==> src/rtl/vedic_mult_pipe_if.sv <==
// Handshake bundle for vedic_mult_pipe.
//   master: operand producer / result consumer (drives in_valid, signed_mode, a, b, out_ready)
//   slave : the multiplier (drives in_ready, out_valid, product, out_signed)
// WIDTH is the operand width; product is 2*WIDTH bits.
interface vedic_mult_pipe_if #(
  parameter int WIDTH = 8
);
  logic                 in_valid;
  logic                 in_ready;
  logic                 signed_mode;
  logic [WIDTH-1:0]     a;
  logic [WIDTH-1:0]     b;
  logic                 out_valid;
  logic                 out_ready;
  logic [2*WIDTH-1:0]   product;
  logic                 out_signed;

  modport master (
    output in_valid, signed_mode, a, b, out_ready,
    input  in_ready, out_valid, product, out_signed
  );

  modport slave (
    input  in_valid, signed_mode, a, b, out_ready,
    output in_ready, out_valid, product, out_signed
  );
endinterface

==> src/rtl/vedic_mult_pipe.sv <==
// Pipelined Urdhva-Tiryagbhyam (Vedic) multiplier, WIDTH x WIDTH -> 2*WIDTH.
// Operands are reduced to magnitudes + sign in stage 0, multiplied by recursive
// quadrant decomposition down to 2x2 Vedic cells, and the sign is re-applied in
// the output register. Latency is log2(WIDTH) cycles; one result per cycle.
// Ports:
//   clk  rising-edge clock
//   rst  synchronous active-high reset
//   bus  vedic_mult_pipe_if.slave: in_valid/in_ready/signed_mode/a/b on the
//        input side, out_valid/out_ready/product/out_signed on the output side.
// Backpressure is a single global enable: when the output holds an unaccepted
// result every register in the pipe holds.
module vedic_mult_pipe #(
  parameter int WIDTH = 8
) (
  input  logic              clk,
  input  logic              rst,
  vedic_mult_pipe_if.slave  bus
);
  localparam int LATENCY = $clog2(WIDTH);
  // Registers carrying a valid bit before the output register: stage 0 plus
  // one per intermediate recursion level.
  localparam int NS = LATENCY - 1;

  if (WIDTH < 4 || WIDTH > 32 || (WIDTH & (WIDTH - 1)) != 0) begin : g_bad_width
    $error("vedic_mult_pipe: WIDTH must be a power of 2 in 4..32");
  end

  logic en;
  logic out_valid_reg;
  logic out_signed_reg;
  logic [2*WIDTH-1:0] product_reg;

  // Stall only when a result is sitting unaccepted at the output.
  assign en = !(out_valid_reg && !bus.out_ready);
  assign bus.in_ready   = en;
  assign bus.out_valid  = out_valid_reg;
  assign bus.out_signed = out_signed_reg;
  assign bus.product    = product_reg;

  // ---------------- control shift chain (valid / neg / signed) ----------------
  logic [NS-1:0] vld_reg, vld_next;
  logic [NS-1:0] neg_reg, neg_next;
  logic [NS-1:0] sgn_reg, sgn_next;

  always_comb begin
    vld_next = vld_reg;
    neg_next = neg_reg;
    sgn_next = sgn_reg;
    vld_next[0] = bus.in_valid;
    neg_next[0] = bus.signed_mode & (bus.a[WIDTH-1] ^ bus.b[WIDTH-1]);
    sgn_next[0] = bus.signed_mode;
    for (int i = 1; i < NS; i++) begin
      vld_next[i] = vld_reg[i-1];
      neg_next[i] = neg_reg[i-1];
      sgn_next[i] = sgn_reg[i-1];
    end
  end

  always_ff @(posedge clk) begin
    if (rst) begin
      vld_reg <= '0;
      neg_reg <= '0;
      sgn_reg <= '0;
    end else if (en) begin
      vld_reg <= vld_next;
      neg_reg <= neg_next;
      sgn_reg <= sgn_next;
    end
  end

  // ---------------- stage 0: magnitudes ----------------
  // -(-2^(W-1)) wraps back to 2^(W-1), which is exactly the right magnitude
  // when read as unsigned, so no extra bit is needed.
  logic [WIDTH-1:0] mag_a_reg, mag_a_next;
  logic [WIDTH-1:0] mag_b_reg, mag_b_next;

  always_comb begin
    mag_a_next = bus.a;
    mag_b_next = bus.b;
    if (bus.signed_mode && bus.a[WIDTH-1]) mag_a_next = -bus.a;
    if (bus.signed_mode && bus.b[WIDTH-1]) mag_b_next = -bus.b;
  end

  always_ff @(posedge clk) begin
    if (en) begin
      mag_a_reg <= mag_a_next;
      mag_b_reg <= mag_b_next;
    end
  end

  // ---------------- recursion levels ----------------
  // Level gi produces every partial product of an S-bit chunk of |a| with an
  // S-bit chunk of |b| (S = 2^gi). p_src is what level gi+1 consumes: level 1
  // (2x2 cells) feeds level 2 combinationally, levels 2..LATENCY-1 are
  // registered, and the last level feeds the negate/output register directly.
  for (genvar gi = 1; gi <= LATENCY; gi++) begin : g_lvl
    localparam int S  = 1 << gi;
    localparam int H  = S / 2;
    localparam int N  = WIDTH / S;
    localparam int PW = 2 * S;

    logic [PW-1:0] p_next [N][N];
    logic [PW-1:0] p_src  [N][N];

    if (gi == 1) begin : g_cell
      // 2x2 vertical-and-crosswise: bit0 = a0b0, middle = a1b0 + a0b1, top = a1b1.
      always_comb begin
        for (int i = 0; i < N; i++) begin
          for (int j = 0; j < N; j++) begin
            p_next[i][j] = PW'(mag_a_reg[2*i] & mag_b_reg[2*j])
                         + (PW'({1'b0, mag_a_reg[2*i+1] & mag_b_reg[2*j]}
                              + {1'b0, mag_a_reg[2*i] & mag_b_reg[2*j+1]}) << 1)
                         + (PW'(mag_a_reg[2*i+1] & mag_b_reg[2*j+1]) << 2);
          end
        end
      end
    end else begin : g_comb
      // Quadrants of chunk pair (i,j): q0=lo*lo, q1/q2=cross, q3=hi*hi.
      always_comb begin
        for (int i = 0; i < N; i++) begin
          for (int j = 0; j < N; j++) begin
            p_next[i][j] = PW'(g_lvl[gi-1].p_src[2*i][2*j])
                         + (PW'({1'b0, g_lvl[gi-1].p_src[2*i+1][2*j]}
                              + {1'b0, g_lvl[gi-1].p_src[2*i][2*j+1]}) << H)
                         + (PW'(g_lvl[gi-1].p_src[2*i+1][2*j+1]) << S);
          end
        end
      end
    end

    if (gi == 1 || gi == LATENCY) begin : g_pass
      assign p_src = p_next;
    end else begin : g_reg
      always_ff @(posedge clk) begin
        if (en) p_src <= p_next;
      end
    end
  end

  // ---------------- output: re-apply sign ----------------
  logic [2*WIDTH-1:0] mag_prod;
  logic [2*WIDTH-1:0] product_next;

  assign mag_prod     = g_lvl[LATENCY].p_src[0][0];
  assign product_next = neg_reg[NS-1] ? -mag_prod : mag_prod;

  always_ff @(posedge clk) begin
    if (rst) begin
      out_valid_reg  <= 1'b0;
      out_signed_reg <= 1'b0;
      product_reg    <= '0;
    end else if (en) begin
      out_valid_reg <= vld_reg[NS-1];
      // Bubbles leave product/out_signed untouched.
      if (vld_reg[NS-1]) begin
        product_reg    <= product_next;
        out_signed_reg <= sgn_reg[NS-1];
      end
    end
  end
endmodule
==> src/flat_wrapper.sv <==
// flat-port wrapper written by rule: the top's interface ports become plain ports
module vedic_mult_pipe_flat 
#(
  parameter int WIDTH = 8
)
  (clk, rst, bus_in_valid, bus_signed_mode, bus_a, bus_b, bus_out_ready, bus_in_ready, bus_out_valid, bus_product, bus_out_signed);
  vedic_mult_pipe_if #(.WIDTH(WIDTH)) bus_i ();
  input  logic clk;
  input  logic rst;
  input wire logic [$bits(bus_i.in_valid)-1:0] bus_in_valid;
  input wire logic [$bits(bus_i.signed_mode)-1:0] bus_signed_mode;
  input wire logic [$bits(bus_i.a)-1:0] bus_a;
  input wire logic [$bits(bus_i.b)-1:0] bus_b;
  input wire logic [$bits(bus_i.out_ready)-1:0] bus_out_ready;
  output wire logic [$bits(bus_i.in_ready)-1:0] bus_in_ready;
  output wire logic [$bits(bus_i.out_valid)-1:0] bus_out_valid;
  output wire logic [$bits(bus_i.product)-1:0] bus_product;
  output wire logic [$bits(bus_i.out_signed)-1:0] bus_out_signed;
  assign bus_i.in_valid = bus_in_valid;
  assign bus_i.signed_mode = bus_signed_mode;
  assign bus_i.a = bus_a;
  assign bus_i.b = bus_b;
  assign bus_i.out_ready = bus_out_ready;
  assign bus_in_ready = bus_i.in_ready;
  assign bus_out_valid = bus_i.out_valid;
  assign bus_product = bus_i.product;
  assign bus_out_signed = bus_i.out_signed;
  vedic_mult_pipe #(.WIDTH(WIDTH)) u_core (.clk(clk), .rst(rst), .bus(bus_i));
endmodule
==> config.mk <==
export PLATFORM = sky130hd
export DESIGN_NAME = vedic_mult_pipe_flat
export DESIGN_NICKNAME = d
export VERILOG_FILES = /design/src/rtl/vedic_mult_pipe_if.sv /design/src/rtl/vedic_mult_pipe.sv /design/src/flat_wrapper.sv
export SDC_FILE = /design/constraint.sdc
export NUM_CORES = 1
export LEC_CHECK = 0
export CORE_ASPECT_RATIO = 1.2
export CORE_MARGIN = 2
export CORE_UTILIZATION = 60
export CTS_CLUSTER_SIZE = 25
export DETAILED_ROUTE_END_ITERATION = 7
export PLACE_DENSITY_LB_ADDON = 0.3
export SLEW_MARGIN = 30
export SYNTH_ARGS = -nofsm -noshare
export SYNTH_HDL_FRONTEND = slang
export SYNTH_SLANG_ARGS = --single-unit
==> constraint.sdc <==
create_clock -name clk -period 4.43 [get_ports clk]
set_input_delay 0.443 -clock clk [delete_from_list [all_inputs] [get_ports clk]]
set_output_delay 0.443 -clock clk [all_outputs]
set_load 0.02 [all_outputs]
== After elaboration in Yosys (flattened, before gate mapping) ==
Cells that the tools add are included.
Cells by class
  equality and inequality tests: 0
  $add $sub $neg: 66
  bitwise logic cells: 67
  mux-type cells: 3
  shift operators: 0
  order comparisons: 0
  div/mod/pow operators: 0
  reduce and logical (&&, ||, !) cells: 6
  multipliers: 0
Operator list (count)
  4-bit adder: 32
  1-bit AND: 65
  1-bit by 1-bit adder with 2-bit output: 16
  4-bit by 8-bit adder with 8-bit output: 4
  8-bit adder: 4
  4-bit by 4-bit adder with 5-bit output: 4
  14-bit by 16-bit adder with 16-bit output: 1
  16-bit 2-to-1 mux: 1
  8-bit 2-to-1 mux: 2
  16-bit negation: 1
  8-bit negation: 2
  8-bit by 13-bit adder with 14-bit output: 1
  8-bit by 8-bit adder with 9-bit output: 1
  1-bit logical AND: 3
  1-bit logical NOT: 2
  2-bit AND reduction: 1
  1-bit inverter: 1
  1-bit bitwise XOR: 1
Storage, ports and cells
  bits in latches: 0
  bits in read-only memories: 0
  word-level logic and storage cells: 154
  memories kept: 0
  RAM bits: 0
  register bits: 72

== Logic depth before layout (Yosys ltp) ==
  depth after elaboration: 7
  mapped depth: 18
  depth with buffers taken out: 18

== Worst setup path before layout ==
No wires, ideal clock.
  path type: register to register
  from: register u_core.g_lvl[2].p_src[8] (netlist name)
  to: register u_core.product_reg[15], in the netlist u_core.bus.product[15]
  clock period less this slack: 3.848 ns
  stages on the path, launching flop included: 19
  slack: 0.582 ns
  data arrival time: 3.744 ns
  cell sequence: edfxtp_1 -> ha_1 -> inv_1 -> fa_1 -> nor2b_1 -> o21ai_0 -> a21boi_0 -> o21a_1 -> o21ai_0 -> nand2b_1 -> a21o_1 -> ha_1 -> a21oi_1 -> or3_1 -> o2111ai_1 -> a311o_1 -> and3_2 -> mux2_1 -> a2111oi_2
On the way
  longest elaborated chain between the ends: 5
RTL lines
  from (decl): RTL line vedic_mult_pipe.sv:103  | logic [PW-1:0] p_src [N][N];
  from (signal assigned): RTL line vedic_mult_pipe.sv:135  | if (en) p_src <= p_next;
  8-bit by 8-bit adder with 9-bit output (*): RTL line vedic_mult_pipe.sv:124  | + {1'b0, g_lvl[gi-1].p_src[2*i][2*j+1]}) << H)
  8-bit by 13-bit adder with 14-bit output (*): RTL line vedic_mult_pipe.sv:123  | + (PW'({1'b0, g_lvl[gi-1].p_src[2*i+1][2*j]}
  14-bit by 16-bit adder with 16-bit output (*): RTL line vedic_mult_pipe.sv:125  | + (PW'(g_lvl[gi-1].p_src[2*i+1][2*j+1]) << S);
  16-bit negation: RTL line vedic_mult_pipe.sv:145  | assign product_next = neg_reg[NS-1] ? -mag_prod : mag_prod;
  16-bit 2-to-1 mux (*): RTL line vedic_mult_pipe.sv:145
  to (signal assigned): RTL line vedic_mult_pipe.sv:156  | product_reg <= product_next;
  to (decl): RTL line vedic_mult_pipe.sv:31  | logic [2*WIDTH-1:0] product_reg;
Mark *: on every way between the ends. The rest lies on a longest branch, timed or not.
A chain may end at the register's enable or synchronous reset.

== Final worst setup path ==
Same ends and word-level chain as after synthesis.

==> results.md <==
| Stage | Quantity | Value |
|---|---|---|
| run status | Run status | completed |
| power and ir drop | Switching power share of the total | 43.5% |
| logic synthesis | Count of state elements after synthesis | 72 |
| worst setup path | Worst setup EP type | flop |
| timing | Max-slew headroom | 51.7% |
| floorplan | Floorplan row count | 39 |
| power and ir drop | Comb power frac | 56.4% |
| power and ir drop | Clk network pwr share | 18.1% |
| cells and area | Non-filler cells, final | 748 |
| drt | DRT Pass-1 Iters | 4 |
| placement | Count of input and output buffers | 39 |
| logic synthesis | Synth async-reset ratio | 0% |
| power and ir drop | Psw | 1.66 mW |
| clock tree | Clock latency reported for the late side of the worst-skew pair | 0.34 ns |
| global route | Largest net degree at the start of global routing | 56 |
| power and ir drop | Maximum VDD drop | 0.295 mV |
| clock tree | Worst-path clk slew | 0.06 ns |
| logic synthesis | Netlist cell types | 53 |
| logic synthesis | Cell taking the most area after synthesis | edfxtp_1 |
| power and ir drop | Leak Pwr | 3.00 nW |
| global route | First-pass GRT wire length | 18900 microns |
| cells and area | Area growth from synthesis to layout | 14.5% |
| clock tree | Number of buffers added by the clock tree synthesis step | 9 |
| logic synthesis | Avg Cell Area, Syn | 9.92 sq um |
| worst setup path | Cell breakdown of the critical path | ha_1, inv_1, fa_1, nor2b_1, o21ai_0, a21boi_0, o21a_1, o21ai_0, nand2b_1, a21o_1, ha_1, nor2b_1, nand2_1, o311ai_0, a311oi_2, nand3_2, mux2_1, a2111oi_2 |
| timing | Final setup violation count | 0 |
| cells and area | Share of cells above drive strength 1 | 4.96% |
| cells and area | Number of flip-flops under the largest register name | 32 |
| drt | Drt wl/cell | 14.7 microns |
| global route | Aggregate global routing overflow | 0 |
| worst setup path | Largest fanout on the critical path | 8 |
| clock tree | Hold buffer count at CTS | 0 |
| logic synthesis | Ranking of synthesized cells by area | edfxtp_1 25%, ha_1 20%, dfxtp_1 8.4%, and2_1 7.1%, xor2_1 5.1% |
| timing | Time the worst path needs with I/O delays and setup | 4.11 ns |
| worst setup path | Critical path data required time | 4.67 ns |
| run | Total of max-cap violations | 0 |
| cells and area | Final core utilization | 69.8% |
| floorplan | Floorplan die area | 10300 sq um |
| drt | DRC Markers | 0 |
| logic synthesis | Sequential cell area fraction in the yosys report | 33.6% |
| timing | Endpoints failing hold | 0 |
| timing | Worst slack on hold paths | 0.461 ns |
| power and ir drop | Power density of the placed cells | 584 nW/um^2 |
| timing | Unrepaired setup endpoints after global routing | false |
| clock tree | CTS HTree Levels | 3 |
| timing | Final worst path period share | 92.8% |
| clock tree | Post-CTS setup buffers | 0 |
| power and ir drop | Total power | 3.82 mW |
| logic synthesis | Synth Flop Type | edfxtp_1 |
| logic synthesis | Post-synthesis net count | 697 |
| clock tree | Root Buffer Master | clkbuf_16 |
| global route | Gr usage total | 22.8% |
| timing | Upper clock frequency limit | 243 MHz |
| power and ir drop | Internal power component | 2.16 mW |
| worst hold path | Min-Delay Path Class | flop to flop |
| clock tree | Number of gates resized after CTS | 0 |
| power and ir drop | Register share of total power | 25.4% |
| drt | Routed via count | 4324 |
| floorplan | Die Wd | 93.1 microns |
| drt | Detailed-route vias per instance | 5.78 |
| floorplan | # IOs | 40 |
| placement | Placer Congestion | 0.827 |
| clock tree | Clock tree from TritonCTS | built |
| global route | Initial antenna violation count | 0 |
| timing | Number of pins with negative max-slew slack in the final report | 0 |
| drt | Antenna viol nets, final | 0 |
| worst setup path | Classification of the worst setup path | flop to flop |
| logic synthesis | EDFF count, synth | 48 |
| logic synthesis | Post-Synthesis Cell Area | 5710 sq um |
| worst setup path | Slowest cell on crit path | a311oi_2 |
| clock tree | # clock sinks | 72 |
| floorplan | Die height | 111 microns |
| timing | Worst clock skew on the final layout | 0.00854 ns |
| cells and area | Layout Nets | 741 |
| logic synthesis | Synth warnings | 0 |
| placement | Half-perimeter wire length after detailed placement | 8450 microns |
| logic synthesis | Cells after synthesis | 576 |
| floorplan | Initial cell density of the core | 61.0% |
| worst setup path | Register-to-register path setup slack | 0.32 ns |
| worst setup path | Crit-path max cell delay | 0.41 ns |
| clock tree | Max Root-Sink Buffers | 2 |
| timing | Setup TNS Final | 0 ns |
| drt | Detailed router's first-iteration violation count | 136 |
| cells and area | Antenna Diode Count | 0 |
| logic synthesis | Portion of synthesized cell area occupied by the leading cell type | 25.2% |
| global route | Via count of the first global-routing pass | 4332 |
| floorplan | Placeable core region | 9370 sq um |
| worst setup path | Worst endpoint data arrival time | 4.35 ns |
| worst setup path | Startpoint Class | flop |
| timing | Tightest Pin Transition | 0.723 ns |
| drt | Routed wire length | 11000 microns |
| placement | Placed Cells incl. Taps | 732 |
-- cells in the final DEF, fill, tap and decap left out, types with 5 or more instances in the layout --
| cell | count |
|---|---|
| ha_1 | 90 |
| inv_1 | 22 |
| o21ai_0 | 20 |
| o21bai_1 | 5 |
| xnor2_1 | 23 |
| edfxtp_1 | 48 |
| dfxtp_1 | 24 |
| o211ai_1 | 5 |
| nor2_1 | 43 |
| nand2_1 | 36 |
| a21o_1 | 20 |
| and2_1 | 65 |
| xor2_1 | 33 |
| nor3_1 | 12 |
| nand2b_1 | 5 |
| clkdlybuf4s50_1 | 39 |
| a211oi_1 | 9 |
| a21oi_1 | 42 |
| fa_1 | 10 |
| clkbuf_16 | 9 |
-- cell type report --
class / instances / area [sq um]
Inverter: 23 / 86.3
Fill cell: 732 / 2830
Clock buffer: 9 / 225
Timing Repair Buffer: 41 / 405
Tap cell: 123 / 154
Clock inverter: 7 / 60.1
Sequential cell: 72 / 1920
Multi-Input combinational cell: 473 / 3690
-- cells in the mapped netlist (5+ instances only) --
cell	number
inv_1	22
a211oi_1	9
fa_1	10
edfxtp_1	48
clkbuf_1	6
nor3_1	12
nand2_1	36
a21oi_1	43
and2_1	65
a21o_1	20
xnor2_1	23
o21ai_0	20
nand2b_1	5
o211ai_1	5
ha_1	90
xor2_1	33
o21bai_1	5
dfxtp_1	24
nor2_1	43
-- routing by layer --
| layer | vias up | routed length (microns) | track usage [%] |
|---|---|---|---|
| li1 | 2163 | - | - |
| met2 | 103 | 5970 | 43.3 |
| met1 | 2033 | 4390 | 24.5 |
| met5 | - | 0 | 0 |
| met4 | 0 | 283 | 8.73 |
| met3 | 25 | 360 | 4.28 |
-- worst max-delay path: cells and delay by family, from the launching register on --
kind	cells	cell delay [ns]
DFF	1	0.37
AOI/OAI and AO/OA	8	1.80
and+or+nand+nor	5	0.60
buffers and inverters	1	0.07
adders and majority gates	3	0.84
muxes	1	0.35
-- path summary, 6_finish.rpt --
| check | startpoint | end | cells after the start |
|---|---|---|---|
| min | u_core.sgn_reg[1]$_SDFFE_PP0N_ | u_core.bus.out_signed$_SDFFE_PP0P_ | 2 |
| max | u_core.g_lvl[2].p_src[8]$_DFFE_PN_ | u_core.bus.product[15]$_SDFFE_PP0P_ | 18 |
| min reg2reg | u_core.sgn_reg[1]$_SDFFE_PP0N_ | u_core.bus.out_signed$_SDFFE_PP0P_ | 2 |
| max reg2reg | u_core.g_lvl[2].p_src[8]$_DFFE_PN_ | u_core.bus.product[15]$_SDFFE_PP0P_ | 18 |
-- cell families after synthesis --
family | count (synthesis) | share of synthesized area [%]
flops | 72 | 33.6
buf+inv | 31 | 2.19
xor+xnor | 56 | 8.59
simple gates | 188 | 17.2
fa+ha+maj | 100 | 23.2
compound gates | 125 | 14.4
mux | 4 | 0.767
-- stage by stage --
stage	setup slack (ns)	cell area, sq um
CTS	0.131	6520
global route	0.0225	6540
detailed placement	0.149	6230
global placement	0.363	6230
floorplan	0.582	5710
finish	0.318	6540
-- power by group through the flow --
stage,Sequential (mW),Clock (mW),Combinational [mW]
6_report,0.972,0.693,2.16
5_1_grt,0.991,0.729,2.42
3_5_place_dp,0.987,0,2.08
3_3_place_gp,0.983,0,2.01
4_1_cts,0.974,0.703,2.11
2_1_floorplan,0.962,0,1.70
Power figures use the tool's default switching activity.
